[config.mk]
export PLATFORM = sky130hd
export DESIGN_NAME = ps2_host_tx
export DESIGN_NICKNAME = d
export VERILOG_FILES = /design/src/rtl/ps2_host_tx.sv
export SDC_FILE = /design/constraint.sdc
export NUM_CORES = 1
export LEC_CHECK = 0
export ABC_AREA = 1
export CAP_MARGIN = 5
export CORE_UTILIZATION = 55
export DETAILED_ROUTE_END_ITERATION = 10
export PLACE_DENSITY = 0.76
export SLEW_MARGIN = 20
export SYNTH_ARGS = -nofsm -noshare
export SYNTH_HDL_FRONTEND = slang
export SYNTH_SLANG_ARGS = --single-unit
[constraint.sdc]
create_clock -name clk -period 1.55 [get_ports clk]
set_input_delay 0.2325 -clock clk [delete_from_list [all_inputs] [get_ports clk]]
set_output_delay 0.2325 -clock clk [all_outputs]
set_load 0.1 [all_outputs]
[src/rtl/ps2_host_tx.sv]
// ps2_host_tx: host-to-device PS/2 transmitter for a single command byte.
// Inhibits the clock line, issues request-to-send, then shifts out an
// 11-bit frame on the device-generated clock and checks the device ACK.
// Optional transfer watchdog: define PS2TX_TIMEOUT_EN to build it.
//
// state    | meaning
// ---------+----------------------------------------------------------
// IDLE     | ready for start, both lines released
// INHIBIT  | clock line held low for INHIBIT_US
// RTS      | clock released, data pulled low (start bit), one cycle
// SEND     | data/parity/stop shifted out on device clock falling edges
// ACK      | sample the device ACK bit on the next falling edge
// WAITIDLE | wait for clock and data both high, then signal done
module ps2_host_tx #(
   parameter int CLK_HZ     = 25000000,
   parameter int INHIBIT_US = 100,
   parameter int TIMEOUT_MS = 15
) (
   input  logic       clk,
   input  logic       rst,
   input  logic       start,
   input  logic [7:0] data,
   output logic       rdy,
   output logic       busy,
   output logic       done,
   output logic       err,
   input  logic       ps2c_i,
   input  logic       ps2d_i,
   output logic       ps2c_oe,
   output logic       ps2d_oe
);

   localparam int INH_CYC = CLK_HZ / 1000000 * INHIBIT_US;
   localparam int INH_W   = (INH_CYC > 1) ? $clog2(INH_CYC) : 1;
   localparam int WD_LIM  = CLK_HZ / 1000 * TIMEOUT_MS;

   localparam logic [2:0] ST_IDLE     = 3'd0;
   localparam logic [2:0] ST_INHIBIT  = 3'd1;
   localparam logic [2:0] ST_RTS      = 3'd2;
   localparam logic [2:0] ST_SEND     = 3'd3;
   localparam logic [2:0] ST_ACK      = 3'd4;
   localparam logic [2:0] ST_WAITIDLE = 3'd5;

   // Reject parameter sets that would give an empty inhibit or watchdog window.
   if (INH_CYC < 1 || WD_LIM < 2) begin : g_bad_cfg
      $error("ps2_host_tx: CLK_HZ/INHIBIT_US/TIMEOUT_MS give an empty timing window");
   end

   // Input synchronizers and clock glitch filter
   logic       c_s1_q, c_s2_q;
   logic       d_s1_q, d_s2_q;
   logic       filt_q, filt_d;
   logic [1:0] fcnt_q, fcnt_d;
   logic       fe_q, fe_d;

   // FSM and datapath
   logic [2:0]       state_q, state_d;
   logic [INH_W-1:0] tmr_q, tmr_d;
   logic [3:0]       bit_cnt_q, bit_cnt_d;
   logic [10:0]      sh_q, sh_d;
   logic             ps2c_oe_q, ps2c_oe_d;
   logic             ps2d_oe_q, ps2d_oe_d;
   logic             err_q, err_d;
   logic             done_q, done_d;
   logic             wd_exp;

   // Two-flop synchronizers; idle bus level is high, so reset to 1.
   always_ff @(posedge clk or posedge rst) begin
      if (rst) begin
         c_s1_q <= 1'b1;
         c_s2_q <= 1'b1;
         d_s1_q <= 1'b1;
         d_s2_q <= 1'b1;
      end else begin
         c_s1_q <= ps2c_i;
         c_s2_q <= c_s1_q;
         d_s1_q <= ps2d_i;
         d_s2_q <= d_s1_q;
      end
   end

   // Filtered clock follows the synchronized clock after 4 stable cycles.
   always_comb begin
      filt_d = filt_q;
      fcnt_d = fcnt_q;
      if (c_s2_q == filt_q) begin
         fcnt_d = 2'd0;
      end else if (fcnt_q == 2'd3) begin
         filt_d = c_s2_q;
         fcnt_d = 2'd0;
      end else begin
         fcnt_d = fcnt_q + 2'd1;
      end
      fe_d = filt_q & ~filt_d;
   end

   // Filter state and one-cycle falling-edge strobe.
   always_ff @(posedge clk or posedge rst) begin
      if (rst) begin
         filt_q <= 1'b1;
         fcnt_q <= 2'd0;
         fe_q   <= 1'b0;
      end else begin
         filt_q <= filt_d;
         fcnt_q <= fcnt_d;
         fe_q   <= fe_d;
      end
   end

`ifdef PS2TX_TIMEOUT_EN
   localparam int WD_W = $clog2(WD_LIM);

   logic [WD_W-1:0] wd_q, wd_d;
   logic            wd_run;

   // Watchdog counts while the device owns the clock; cleared elsewhere.
   always_comb begin
      wd_run = (state_q == ST_RTS) || (state_q == ST_SEND) ||
               (state_q == ST_ACK) || (state_q == ST_WAITIDLE);
      wd_d   = '0;
      if (wd_run && !wd_exp) begin
         wd_d = wd_q + WD_W'(1);
      end
   end

   assign wd_exp = wd_run && (wd_q == WD_W'(WD_LIM - 1));

   // Watchdog counter register.
   always_ff @(posedge clk or posedge rst) begin
      if (rst) begin
         wd_q <= '0;
      end else begin
         wd_q <= wd_d;
      end
   end
`else
   assign wd_exp = 1'b0;
`endif

   // Transfer sequencing: next-state, line drive and status.
   always_comb begin
      state_d   = state_q;
      tmr_d     = tmr_q;
      bit_cnt_d = bit_cnt_q;
      sh_d      = sh_q;
      ps2c_oe_d = ps2c_oe_q;
      ps2d_oe_d = ps2d_oe_q;
      err_d     = err_q;
      done_d    = 1'b0;

      case (state_q)
         ST_IDLE: begin
            ps2c_oe_d = 1'b0;
            ps2d_oe_d = 1'b0;
            if (start) begin
               sh_d      = {1'b1, ~^data, data, 1'b0};
               err_d     = 1'b0;
               tmr_d     = INH_W'(INH_CYC - 1);
               ps2c_oe_d = 1'b1;
               state_d   = ST_INHIBIT;
            end
         end
         ST_INHIBIT: begin
            if (tmr_q == '0) begin
               // Clock release and start bit switch on the same edge.
               ps2c_oe_d = 1'b0;
               ps2d_oe_d = ~sh_q[0];
               state_d   = ST_RTS;
            end else begin
               tmr_d = tmr_q - INH_W'(1);
            end
         end
         ST_RTS: begin
            bit_cnt_d = 4'd0;
            state_d   = ST_SEND;
         end
         ST_SEND: begin
            if (fe_q) begin
               sh_d      = {1'b1, sh_q[10:1]};
               ps2d_oe_d = ~sh_q[1];
               bit_cnt_d = bit_cnt_q + 4'd1;
               if (bit_cnt_q == 4'd9) begin
                  state_d = ST_ACK;
               end
            end
         end
         ST_ACK: begin
            if (fe_q) begin
               if (d_s2_q) begin
                  err_d = 1'b1;
               end
               state_d = ST_WAITIDLE;
            end
         end
         ST_WAITIDLE: begin
            if (filt_q && d_s2_q) begin
               done_d  = 1'b1;
               state_d = ST_IDLE;
            end
         end
         default: begin
            ps2c_oe_d = 1'b0;
            ps2d_oe_d = 1'b0;
            state_d   = ST_IDLE;
         end
      endcase

      // Watchdog expiry overrides whatever the bus is doing.
      if (wd_exp) begin
         err_d     = 1'b1;
         ps2c_oe_d = 1'b0;
         ps2d_oe_d = 1'b0;
         done_d    = 1'b1;
         state_d   = ST_IDLE;
      end
   end

   // FSM registers; reset releases both lines asynchronously.
   always_ff @(posedge clk or posedge rst) begin
      if (rst) begin
         state_q   <= ST_IDLE;
         tmr_q     <= '0;
         bit_cnt_q <= 4'd0;
         sh_q      <= '0;
         ps2c_oe_q <= 1'b0;
         ps2d_oe_q <= 1'b0;
         err_q     <= 1'b0;
         done_q    <= 1'b0;
      end else begin
         state_q   <= state_d;
         tmr_q     <= tmr_d;
         bit_cnt_q <= bit_cnt_d;
         sh_q      <= sh_d;
         ps2c_oe_q <= ps2c_oe_d;
         ps2d_oe_q <= ps2d_oe_d;
         err_q     <= err_d;
         done_q    <= done_d;
      end
   end

   assign rdy     = (state_q == ST_IDLE);
   assign busy    = ~rdy;
   assign done    = done_q;
   assign err     = err_q;
   assign ps2c_oe = ps2c_oe_q;
   assign ps2d_oe = ps2d_oe_q;

endmodule

# Yosys cells after proc, flatten, opt, wreduce, memory -nomap -nowiden
# Index checks and enable logic that the tools add are counted.
# W data, S select, Z words.
[classes] add_sub_neg=3 n_eq_ne=16 muxes=31 n_bitwise=7 n_reduce_logical=17
[op_table] cell="$mux W12" count=2
[op_table] cell="$pmux W12 S2" count=1
[op_table] cell="$mux W11" count=2
[op_table] cell="$pmux W11 S2" count=1
[op_table] cell="$mux W3" count=6
[op_table] cell="$pmux W3 S6" count=1
[op_table] cell="$ne A2 B2 Y1 const B" count=8
[op_table] cell="$logic_not A12 Y1" count=1
[op_table] cell="$sub A12 B1 Y12 const B" count=1
[op_table] cell="$mux W1" count=11
[op_table] cell="$reduce_and A3 Y1" count=3
[op_table] cell="$pmux W4 S2" count=1
[op_table] cell="$reduce_bool A2 Y1" count=4
[op_table] cell="$reduce_xnor A8 Y1" count=1
[op_table] cell="$eq A3 B2 Y1 const B" count=2
[op_table] cell="$eq A3 B3 Y1 const B" count=2
[op_table] cell="$not A1 Y1" count=6
[op_table] cell="$pmux W1 S3" count=2
[op_table] cell="$reduce_and A6 Y1" count=1
[op_table] cell="$add A4 B1 Y4 const B" count=1
[op_table] cell="$eq A4 B4 Y1 const B" count=1
[op_table] cell="$mux W2" count=2
[op_table] cell="$mux W4" count=1
[op_table] cell="$reduce_and A2 Y1" count=2
[op_table] cell="other kinds (11)" count=11
[totals] ff_bits=42 inputBits=13 out_inout_bits=6 word_cells=89

# Longest topological paths before layout
[logic_depth] word_depth=5 ltp_mapped=10 ltp_nobuf=9

# Least setup slack after synthesis
# No wires, ideal clock.
[synth_path] kind="register to register" start="register state_q[1]" end="register err_q (netlist: err)" setup_ns=0.122 arrival_time_ns=1.705 required_time_ns=1.428 slack_ns=-0.276 path_stages_with_launch=9 n_path_buf=0 synth_period_minus_slack_ns=1.826 cell_sequence="dfrtp_1 nor2_2 nand2_4 inv_2 nand2_1 o21ai_2 nor2_1 nor2_1 nor2_1"
[synth_between] elab_chain_len=3 word_cells_on_any_way=8 cone_classes="eq/ne (4); mux (1); reduce/logical (3)"
[synth_rtl] item="start, declared" line="57" text="logic [2:0] state_q, state_d;"
[synth_rtl] item="start signal, assigned" line="230" text="state_q <= state_d;"
[synth_rtl] item="$logic_not A3 Y1 *"
[synth_rtl] item="named net rdy" line="23" text="output logic rdy,"
[synth_rtl] item="$ne A2 B2 Y1 (no line) / $reduce_bool A2 Y1 (equally long branches)"
[synth_rtl] item="$reduce_and A4 Y1 (no line)"
[synth_rtl] item="end signal, assigned" line="236" text="err_q <= err_d;"
[synth_rtl] item="end, declared" line="63" text="logic err_q, err_d;"
# The timed path passes the listed nets; every way through them passes the cells marked *.
# A chain may end at the register's enable or synchronous reset.

# Worst setup path after layout
[layout_path] start="register state_q[1]" end="output port rdy"
[layout_between] elab_chain_len=1
[layout_rtl] item="$logic_not A3 Y1" line="241" text="assign rdy = (state_q == ST_IDLE);"
[layout_rtl] item="end, declared" line="23"
# Every way passes these cells.

==> flow_metrics.py <==
metrics = {
    "synthesis": {
        "synth_most_common_cell": "nand2_1",
        "syn-cell-area_um2": 2430,
        "synth.avg_cell_area_um2": 7.84,
        "synth_common_cells": "nand2_1 (91), inv_1 (42), dfrtp_1 (37)",
        "async_flop_share_pct": 100,
        "synth_largest_area_cell": "dfrtp_1",
        "synth_top_area_share_pct": 38.1,
        "synth.distinct_cells": 35,
        "synthTopCellsByArea": "dfrtp_1 (38%), nand2_1 (14%), inv_1 (6.5%), dfstp_2 (5.4%), nand3_1 (4.5%)",
        "syn_inst": 310,
        "synth_edf_count": 0,
        "syn_nets": 328,
        "synth_ff_type": "dfrtp_1",
        "seq_area_frac_synth_pct": 43.5,
        "synth-seq-cells": 42,
        "yosysWarnings": 0,
    },
    "route": {
        "wl_per_cell_um": 12.1,
        "drcViolationCount": 0,
        "initialDrtViolationCount": 157,
        "finalWirelength_um": 4830,
        "vias": 2067,
        "first_pass_iters": 4,
        "ant_nets": 0,
        "viasPerCell": 5.17,
    },
    "timing": {
        "maxSlewHeadroom_pct": 79.9,
        "holdWs_ns": 0.287,
        "clock.fmax_mhz": 652,
        "finalHoldViolCount": 0,
        "period_share_pct": 98.9,
        "rsz0062_at_grt": "yes",
        "min_period_ns": 1.53,
        "slew_violations": 0,
        "setup_violations": 0,
        "tightest_slew_ns": 0.300,
        "fin_worst_skew_ns": 0.0137,
    },
    "power": {
        "power_uw": 6050,
        "cellPowerDensity_nw_per_um2": 2000,
        "ir_drop_mv": 1.28,
        "p_leak_uw": 0.00152,
    },
    "outcome": {
        "outcome": "finished, final reports clean",
    },
    "clocking": {
        "cts_buffers": 5,
        "root_buffer": "clkbuf_8",
        "cts_hold_buf": 0,
        "clock_latency_ns": 0.30,
        "cts.htree.levels": 2,
        "cts_tree": "built",
        "cts.clk_slew.worst_paths_ns": 0.09,
        "cts.sinks": 42,
        "clockBufferDepth": 2,
    },
    "critical_path": {
        "cp-start-kind": "register",
        "r2r_cells": 10,
        "crit_path_max_fanout": 4,
        "arrival_ns": 1.30,
        "cp-end-kind": "output pin",
        "path_class": "register to output pin",
        "r2r-start": "tmr_q[0]$_DFFE_PP0P_",
        "reg2reg_slack_ns": 0.05,
        "cp_data_required_time_ns": 1.32,
        "rr_endpoint": "ps2d_oe$_DFFE_PP0P_",
    },
    "layout": {
        "regArea_um2": 1060,
        "area_growth_pct": 24.7,
        "multiInputGateArea_um2": 1200,
        "fin_area_um2": 3030,
        "antennaDiodeCount": 0,
        "finish.utilization_pct": 73.7,
        "drive_above_1_share_pct": 22.9,
        "fillers": 303,
        "layoutNonFillerInstCount": 400,
        "fin_nets": 367,
    },
    "floorplanning": {
        "core_region_area_um2": 4120,
        "initial_core_util_pct": 59.1,
        "die_area_um2": 4690,
        "rows": 23,
        "io_pins": 19,
        "die_w_um": 68.5,
        "fp.dieH_um": 68.5,
    },
    "global_route": {
        "grt_pass1_vias": 1818,
        "grt_max_degree": 43,
        "gr-total-overflow": 0,
        "antenna_found_initial": 0,
        "grt_pass1_wl_um": 7700,
        "grt_util_all_layers_pct": 22.5,
    },
    "job": {
        "maxCapViolCount": 0,
    },
    "placement": {
        "routabilityCongestion": 0.835,
        "dp_hpwl_um": 3360,
        "dp.cells": 386,
        "io_buffers": 18,
        "placedInstanceArea_um2": 2820,
    },
    "worst_hold_path": {
        "hold_path_class": "input port to async pin",
    },
}
[how the worst max path moves through the flow]
stage	endpoint	cells after the start	start	slack [ns]
floorplan	state_q[1]$_DFFE_PP0P_	9	state_q[1]$_DFFE_PP0P_	0.06
global placement	tmr_q[0]$_DFFE_PP0P_	7	start	0.06
detailed placement	tmr_q[0]$_DFFE_PP0P_	7	start	0.04
CTS	tmr_q[0]$_DFFE_PP0P_	9	tmr_q[0]$_DFFE_PP0P_	0.006
global route	tmr_q[6]$_DFFE_PP0P_	6	state_q[2]$_DFFE_PP0P_	-0.02
finish	rdy	4	state_q[1]$_DFFE_PP0P_	0.02
[layout make-up]
type                    count  area share (%)
multi-input cells         215            39.7
inverters                  49            6.48
clock inverters             2           0.413
flip-flops and latches     42            35.0
well taps                  50            2.06
repair buffers             36            13.6
clock buffers               6            2.72
[placed cells by master, fill, tap and decap left out, types with 2 or more instances in the layout]
cell,n
a21oi_1,2
a21oi_2,3
buf_12,9
buf_4,15
clkbuf_8,6
clkdlybuf4s50_1,12
dfrtp_1,34
dfrtp_2,3
dfstp_2,5
ha_1,5
inv_1,42
inv_2,4
inv_4,2
nand2_1,89
nand2_2,4
nand2_4,4
nand2_8,2
nand3_1,22
nand4_1,3
nor2_1,17
nor2_2,6
nor2_4,4
nor3_1,3
o211ai_1,8
o21ai_0,6
o21ai_1,16
o21ai_2,6
or2_0,2
xnor2_1,2
xor2_1,4
[power by group]
part           internal [uW]  switching, uW  leakage (uW)
Combinational           1330           2180      0.000962
Sequential              1500            297      0.000514
Clock                    358            387     0.0000472
[layer usage]
| metal | vias to the layer above | GRT usage (%) | routed length (um) |
|---|---|---|---|
| met4 | 0 | 9.90 | 69 |
| li1 | 1061 | - | - |
| met5 | - | 0 | 0 |
| met1 | 948 | 28.5 | 2220 |
| met3 | 6 | 4.17 | 203 |
| met2 | 52 | 37.0 | 2340 |
[critical path, cell delays in order, from the launching register on]
cell	delay (ns)
dfrtp_2	0.46
nor2_4	0.20
nand2_8	0.11
inv_8	0.07
buf_12	0.16
[state kept, by name, summed over array words and instances (netlist names), 2 cells and up]
| signal | cells |
|---|---|
| fcnt_q | 2 |
| sh_q | 11 |
| state_q | 3 |
| bit_cnt_q | 4 |
| tmr_q | 12 |
[timing repair]
item,CTS,global route
setup buffers,0,5
gates cloned,0,1
resized for setup,1,18
pin swaps,1,7
setup endpoints to repair,1,24
[through the flow]
| step | setup slack (ns) | setup TNS [ns] |
|---|---|---|
| final | 0.0168 | 0 |
| after CTS | 0.00639 | 0 |
| after floorplan | 0.0560 | 0 |
| after global placement | 0.0585 | 0 |
| after detailed placement | 0.0358 | 0 |
| after global routing | -0.0238 | -0.112 |
[logic make-up (layout without fill, tap and decap cells)]
group	count (synthesis)	in the layout	share of synthesized area, %
simple gates	159	159	30.4
buf+inv	54	93	9.57
compound gates	44	45	11.8
flops	42	42	43.5
xor+xnor	6	6	2.16
fa+ha+maj	5	5	2.57
Power figures use the tool's default switching activity.
